File: src/rtl/cache_axi_bridge.sv
// cache_axi_bridge: arbitrates instruction-cache and data-cache miss requests
// and runs one single-beat AXI4 transaction at a time on their behalf.
// Optional build macro: ARB_ROUND_ROBIN_EN. When it is defined, the port that
// was not granted last wins a tie. Otherwise the data port always wins a tie.
module cache_axi_bridge #(
    parameter logic [3:0] INST_ID = 4'd0,
    parameter logic [3:0] DATA_ID = 4'd1
) (
    input  logic        clk,
    input  logic        reset,
    // instruction cache port (read only)
    input  logic        inst_cache_req,
    input  logic [31:0] inst_cache_addr,
    output logic [31:0] inst_cache_rdata,
    output logic        inst_cache_dok,
    // data cache port (read/write)
    input  logic        data_cache_req,
    input  logic        data_cache_wr,
    input  logic [31:0] data_cache_addr,
    input  logic [31:0] data_cache_wdata,
    input  logic [3:0]  data_cache_wstrb,
    output logic [31:0] data_cache_rdata,
    output logic        data_cache_dok,
    // AXI read address
    output logic [3:0]  arid,
    output logic [31:0] araddr,
    output logic        arvalid,
    input  logic        arready,
    output logic [7:0]  arlen,
    output logic [2:0]  arsize,
    output logic [1:0]  arburst,
    // AXI read data
    input  logic [3:0]  rid,
    input  logic [31:0] rdata,
    input  logic [1:0]  rresp,
    input  logic        rlast,
    input  logic        rvalid,
    output logic        rready,
    // AXI write address
    output logic [3:0]  awid,
    output logic [31:0] awaddr,
    output logic        awvalid,
    input  logic        awready,
    output logic [7:0]  awlen,
    output logic [2:0]  awsize,
    output logic [1:0]  awburst,
    // AXI write data
    output logic [31:0] wdata,
    output logic [3:0]  wstrb,
    output logic        wlast,
    output logic        wvalid,
    input  logic        wready,
    // AXI write response
    input  logic [3:0]  bid,
    input  logic [1:0]  bresp,
    input  logic        bvalid,
    output logic        bready
);

    typedef enum logic [2:0] {IDLE, RADDR, RDATA, WREQ, WRESP, DONE} state_t;

    state_t      state_reg, state_next;
    logic        port_data_reg;     // 1 = data port owns the current transaction
    logic [31:0] addr_reg;
    logic [3:0]  id_reg;
    logic [31:0] wdata_reg;
    logic [3:0]  wstrb_reg;
    logic        aw_done_reg;
    logic        w_done_reg;
    logic [31:0] inst_rdata_reg;
    logic [31:0] data_rdata_reg;

    logic        grant_valid;
    logic        grant_data;
    logic        aw_ok;
    logic        w_ok;

    // Response IDs and status codes carry no information we act on.
    logic        unused_resp;
    assign unused_resp = ^{rid, rresp, bid, bresp};

`ifdef ARB_ROUND_ROBIN_EN
    logic        last_data_reg;     // 1 = data port was granted last

    // Tie goes to the port that did not win the previous grant.
    always_comb begin
        grant_data = data_cache_req;
        if (data_cache_req && inst_cache_req)
            grant_data = !last_data_reg;
    end

    // Remember the winner of each grant for the next tie.
    always_ff @(posedge clk) begin
        if (reset)
            last_data_reg <= 1'b0;
        else if (state_reg == IDLE && grant_valid)
            last_data_reg <= grant_data;
    end
`else
    // Fixed priority: the data port wins any tie.
    always_comb begin
        grant_data = data_cache_req;
    end
`endif

    assign grant_valid = inst_cache_req || data_cache_req;

    // Each write channel counts as finished once its handshake has happened.
    assign aw_ok = aw_done_reg || awready;
    assign w_ok  = w_done_reg  || wready;

    // Next-state decode for the transaction sequencer.
    always_comb begin
        state_next = state_reg;
        case (state_reg)
            IDLE:    if (grant_valid)
                         state_next = (grant_data && data_cache_wr) ? WREQ : RADDR;
            RADDR:   if (arready)          state_next = RDATA;
            RDATA:   if (rvalid && rlast)  state_next = DONE;
            WREQ:    if (aw_ok && w_ok)    state_next = WRESP;
            WRESP:   if (bvalid)           state_next = DONE;
            DONE:                          state_next = IDLE;
            default:                       state_next = IDLE;
        endcase
    end

    // State register.
    always_ff @(posedge clk) begin
        if (reset)
            state_reg <= IDLE;
        else
            state_reg <= state_next;
    end

    // Request latch, write-channel progress flags and read-data capture.
    always_ff @(posedge clk) begin
        if (reset) begin
            port_data_reg  <= 1'b0;
            addr_reg       <= '0;
            id_reg         <= '0;
            wdata_reg      <= '0;
            wstrb_reg      <= '0;
            aw_done_reg    <= 1'b0;
            w_done_reg     <= 1'b0;
            inst_rdata_reg <= '0;
            data_rdata_reg <= '0;
        end else begin
            case (state_reg)
                IDLE: begin
                    aw_done_reg <= 1'b0;
                    w_done_reg  <= 1'b0;
                    if (grant_valid) begin
                        port_data_reg <= grant_data;
                        addr_reg      <= grant_data ? data_cache_addr : inst_cache_addr;
                        id_reg        <= grant_data ? DATA_ID : INST_ID;
                        wdata_reg     <= grant_data ? data_cache_wdata : '0;
                        wstrb_reg     <= grant_data ? data_cache_wstrb : '0;
                    end
                end
                WREQ: begin
                    if (awready) aw_done_reg <= 1'b1;
                    if (wready)  w_done_reg  <= 1'b1;
                end
                RDATA: begin
                    if (rvalid && rlast) begin
                        if (port_data_reg) data_rdata_reg <= rdata;
                        else               inst_rdata_reg <= rdata;
                    end
                end
                default: ;
            endcase
        end
    end

    // AXI and cache-side outputs decode straight from registered state.
    assign arid    = id_reg;
    assign araddr  = addr_reg;
    assign arvalid = (state_reg == RADDR);
    assign arlen   = 8'd0;
    assign arsize  = 3'd2;
    assign arburst = 2'b01;
    assign rready  = (state_reg == RDATA);

    assign awid    = id_reg;
    assign awaddr  = addr_reg;
    assign awvalid = (state_reg == WREQ) && !aw_done_reg;
    assign awlen   = 8'd0;
    assign awsize  = 3'd2;
    assign awburst = 2'b01;

    assign wdata   = wdata_reg;
    assign wstrb   = wstrb_reg;
    assign wlast   = 1'b1;
    assign wvalid  = (state_reg == WREQ) && !w_done_reg;
    assign bready  = (state_reg == WRESP);

    assign inst_cache_dok   = (state_reg == DONE) && !port_data_reg;
    assign data_cache_dok   = (state_reg == DONE) &&  port_data_reg;
    assign inst_cache_rdata = inst_rdata_reg;
    assign data_cache_rdata = data_rdata_reg;

endmodule

File: config.mk
export PLATFORM = sky130hd
export DESIGN_NAME = cache_axi_bridge
export DESIGN_NICKNAME = d
export VERILOG_FILES = /design/src/rtl/cache_axi_bridge.sv
export SDC_FILE = /design/constraint.sdc
export NUM_CORES = 1
export LEC_CHECK = 0
export CAP_MARGIN = 15
export CORE_AREA = 2 2 141 143
export CTS_BUF_LIST = sky130_fd_sc_hd__clkbuf_2
export CTS_CLUSTER_SIZE = 10
export DETAILED_ROUTE_END_ITERATION = 10
export DIE_AREA = 0 0 143 145
export GPL_TIMING_DRIVEN = 1
export PLACE_DENSITY = 0.71
export SLEW_MARGIN = 20
export SYNTH_ARGS = -nofsm -noshare
export SYNTH_HDL_FRONTEND = slang
export SYNTH_SLANG_ARGS = --single-unit
export TNS_END_PERCENT = 1
File: constraint.sdc
create_clock -name clk -period 1.6 [get_ports clk]
set_input_delay 0.32 -clock clk [delete_from_list [all_inputs] [get_ports clk]]
set_output_delay 0.32 -clock clk [all_outputs]
set_load 0.01 [all_outputs]
==> flow_metrics.py <==
metrics = {
    "setup_path": {
        "cp.arrival_ns": 1.64,
        "crit_path_end_kind": "primary output",
        "rr_startpoint": "state_reg[2]",
        "worstSetupPathType": "flop to primary output",
        "slowest_delay_ns": 0.41,
        "cp-start-kind": "flop",
        "endpoint": "rready",
        "reg2reg_depth": 6,
        "worstPathCellList": "buf_4, nor3b_2, buf_4",
        "critPathSlowestCell": "dfxtp_4",
        "cp.depth": 3,
        "r2r-end": "inst_cache_rdata[26]",
        "cpMostUsedCell": "buf_4",
        "worst-path-buf-inv": 2,
        "ff2ff_setup_slack_ns": -0.03,
        "cp_top_family": "flip-flops",
        "crit_required_ns": 1.28,
        "cp-startpoint": "state_reg[2]",
        "crit_fanout": 5,
    },
    "logic_synthesis": {
        "synthXorXnorAreaFrac": 0,
        "synthAdderAreaFrac": 0,
        "ys_ff_latch": 138,
        "yosysUniqueCellTypes": 35,
        "yosys_warnings": 0,
        "yosys.area.top_type": "dfxtp_1",
        "synth_top_family_by_area": "multiplexers",
        "syn_inst": 673,
        "synth_compound_area_frac": 0.137,
        "yosysMostFrequentCell": "dfxtp_1",
        "synth_ff_type": "dfxtp_1",
        "yosys-top-cells-area": "dfxtp_1 (44%), mux2i_1 (15%), nand2b_1 (9.5%)",
        "synthSimpleGateAreaFrac": 0.146,
        "ys_seq_area_frac": 0.437,
        "async_flop_share": 0,
        "yosys.area.top_type_share": 0.437,
        "synth.top_cells.by_count": "dfxtp_1 (138), mux2i_1 (97), nand2b_1 (96)",
        "synth-edff-count": 0,
        "synthMuxAreaShare": 0.154,
        "synth_area_mm2": 0.00632,
        "syn_avg_cell_area_um2": 9.39,
    },
    "clocking": {
        "cts_root_buffer": "clkbuf_2",
        "path_clk_slew_ns": 0.24,
        "cts_sinks": 138,
        "cts_made_buffers": 17,
        "h-tree-depth": 4,
        "clock_path_buffers": 2,
        "cts_tree": "built",
        "clock_latency_ns": 0.73,
    },
    "outcome": {
        "status": "finished, violations left",
        "violations": "setup timing",
    },
    "cells_and_area": {
        "drive_gt1_frac": 0.433,
        "final_nets": 1135,
        "design_area_mm2": 0.0105,
        "area_growth_pct": 65.6,
    },
    "timing": {
        "fin_setup_tns_ns": -3.05,
        "drv_slew": 0,
        "fmax_mhz": 511,
        "worst_slack_ns": -0.358,
        "setup_violations": 27,
        "rsz0062_at_grt": "yes",
        "hold_violations": 0,
        "period_needed_ns": 1.96,
        "min_period_over_period": 1.22,
        "fin_skew_ns": 0.0407,
    },
    "route": {
        "dr.pass1.iters": 4,
        "vias_per_cell": 4.57,
        "wl_per_cell_um": 15.7,
        "drc": 0,
        "routed-via-count": 5757,
        "wirelength_um": 19800,
        "ant_nets": 0,
        "drtIter0Drc": 179,
    },
    "place": {
        "place_area_mm2": 0.00962,
        "portBuffers": 315,
        "place_congestion": 0.802,
        "place.detailed.hpwl_um": 14100,
    },
    "pwr": {
        "p_leak_nw": 4.49,
        "power.density_mw_per_mm2": 830,
        "ir_drop_mv": 0.368,
    },
    "grt": {
        "grt-ovfl-total": 0,
        "grt_pass1_wl_um": 30500,
        "grt_antenna_before_repair": 1,
        "grt_pass1_vias": 5709,
        "grt_max_degree": 44,
        "grt_usage": 0.186,
    },
    "floorplanning": {
        "fp.dieArea_mm2": 0.0207,
        "initial_utilization": 0.329,
        "row_count": 51,
        "ioPinCount": 361,
        "die_w_um": 143,
        "core_area_mm2": 0.0192,
        "fp.dieH_um": 145,
    },
    "hold_path": {
        "hp-start": "data_cache_wdata[0]",
        "hp-class": "input pin to flop",
        "hold_depth": 3,
    },
    "flow_run": {
        "cap_violations": 0,
    },
}
## worst min-delay path, stage by stage
cell and delay (ns):
clkdlybuf4s50_1 0.39, nand2_1 0.06, a21oi_1 0.05
## placed cells by master (no fill, tap or decap), types with 3 or more instances in the layout
| cell | n |
|---|---|
| buf_6 | 171 |
| clkdlybuf4s50_1 | 140 |
| dfxtp_2 | 132 |
| mux2i_1 | 97 |
| nand2b_1 | 96 |
| a21oi_1 | 72 |
| nand2_1 | 38 |
| buf_4 | 35 |
| conb_1 | 33 |
| a211oi_1 | 32 |
| o21ai_1 | 31 |
| buf_2 | 19 |
| clkbuf_2 | 17 |
| buf_12 | 12 |
| o21ai_2 | 8 |
| clkinv_4 | 5 |
| inv_6 | 5 |
| dfxtp_4 | 4 |
| o21ai_0 | 3 |
| and3b_1 | 3 |
| inv_8 | 3 |
## timing repair
item	in CTS	in global routing
endpoints found under the hold margin	4	0
pin swaps	0	4
resized for setup	988	63
setup endpoints to repair	236	258
setup buffers	17	2
hold buffers	2	0
## through the flow
step / instances / utilization / setup WS [ns] / power, mW / hold WS [ns]
final: 1259 / 0.545 / -0.358 / 8.68 / 0.114
after CTS: 1256 / 0.528 / -0.453 / 8.58 / 0.0163
after detailed placement: 1205 / 0.501 / -0.213 / 6.39 / 0.461
after global routing: 1259 / 0.545 / -0.504 / 9.15 / 0.00696
after global placement: 1205 / 0.501 / -0.182 / 6.36 / 0.456
after floorplan: 704 / - / 0.0135 / 5.16 / 0.456
## logic make-up after synthesis
group                  count (synthesis)
DFF                                  138
buffers and inverters                125
other                                  2
muxes                                 97
AOI/OAI and AO/OA                    153
and+or+nand+nor                      158
## final cells by class
type / instances / area [µm²]
Tap cell: 265 / 332
Clock inverter: 15 / 154
Fill cell: 1721 / 8750
Timing Repair Buffer: 379 / 3950
Multi-Input combinational cell: 441 / 2990
Inverter: 3 / 11.3
Clock buffer: 17 / 85.1
Antenna cell: 1 / 2.50
Sequential cell: 138 / 2940
## layer usage
metal  global-route usage  routed length, µm
met5                    0                  0
met1                0.209               7570
met4               0.0629                417
met3               0.0723               1760
met2                0.320              10000
## power by group
part / internal [mW] / switching (mW) / total [mW] / leakage, nW
combinational: 1.52 / 1.13 / 2.66 / 3.16
clock: 0.507 / 1.56 / 2.07 / 0.146
sequential: 3.73 / 0.221 / 3.95 / 1.19
## how the worst min path moves through the flow
stage / endpoint / slack [ns]
5_1_grt: wdata[0] / 0.007
4_1_cts: wdata[0] / 0.02
2_1_floorplan: wdata[0] / 0.46
3_3_place_gp: inst_cache_rdata[8] / 0.46
6_report: wdata[0] / 0.11
3_5_place_dp: inst_cache_rdata[14] / 0.46
(Power assumes the default switching activity.)
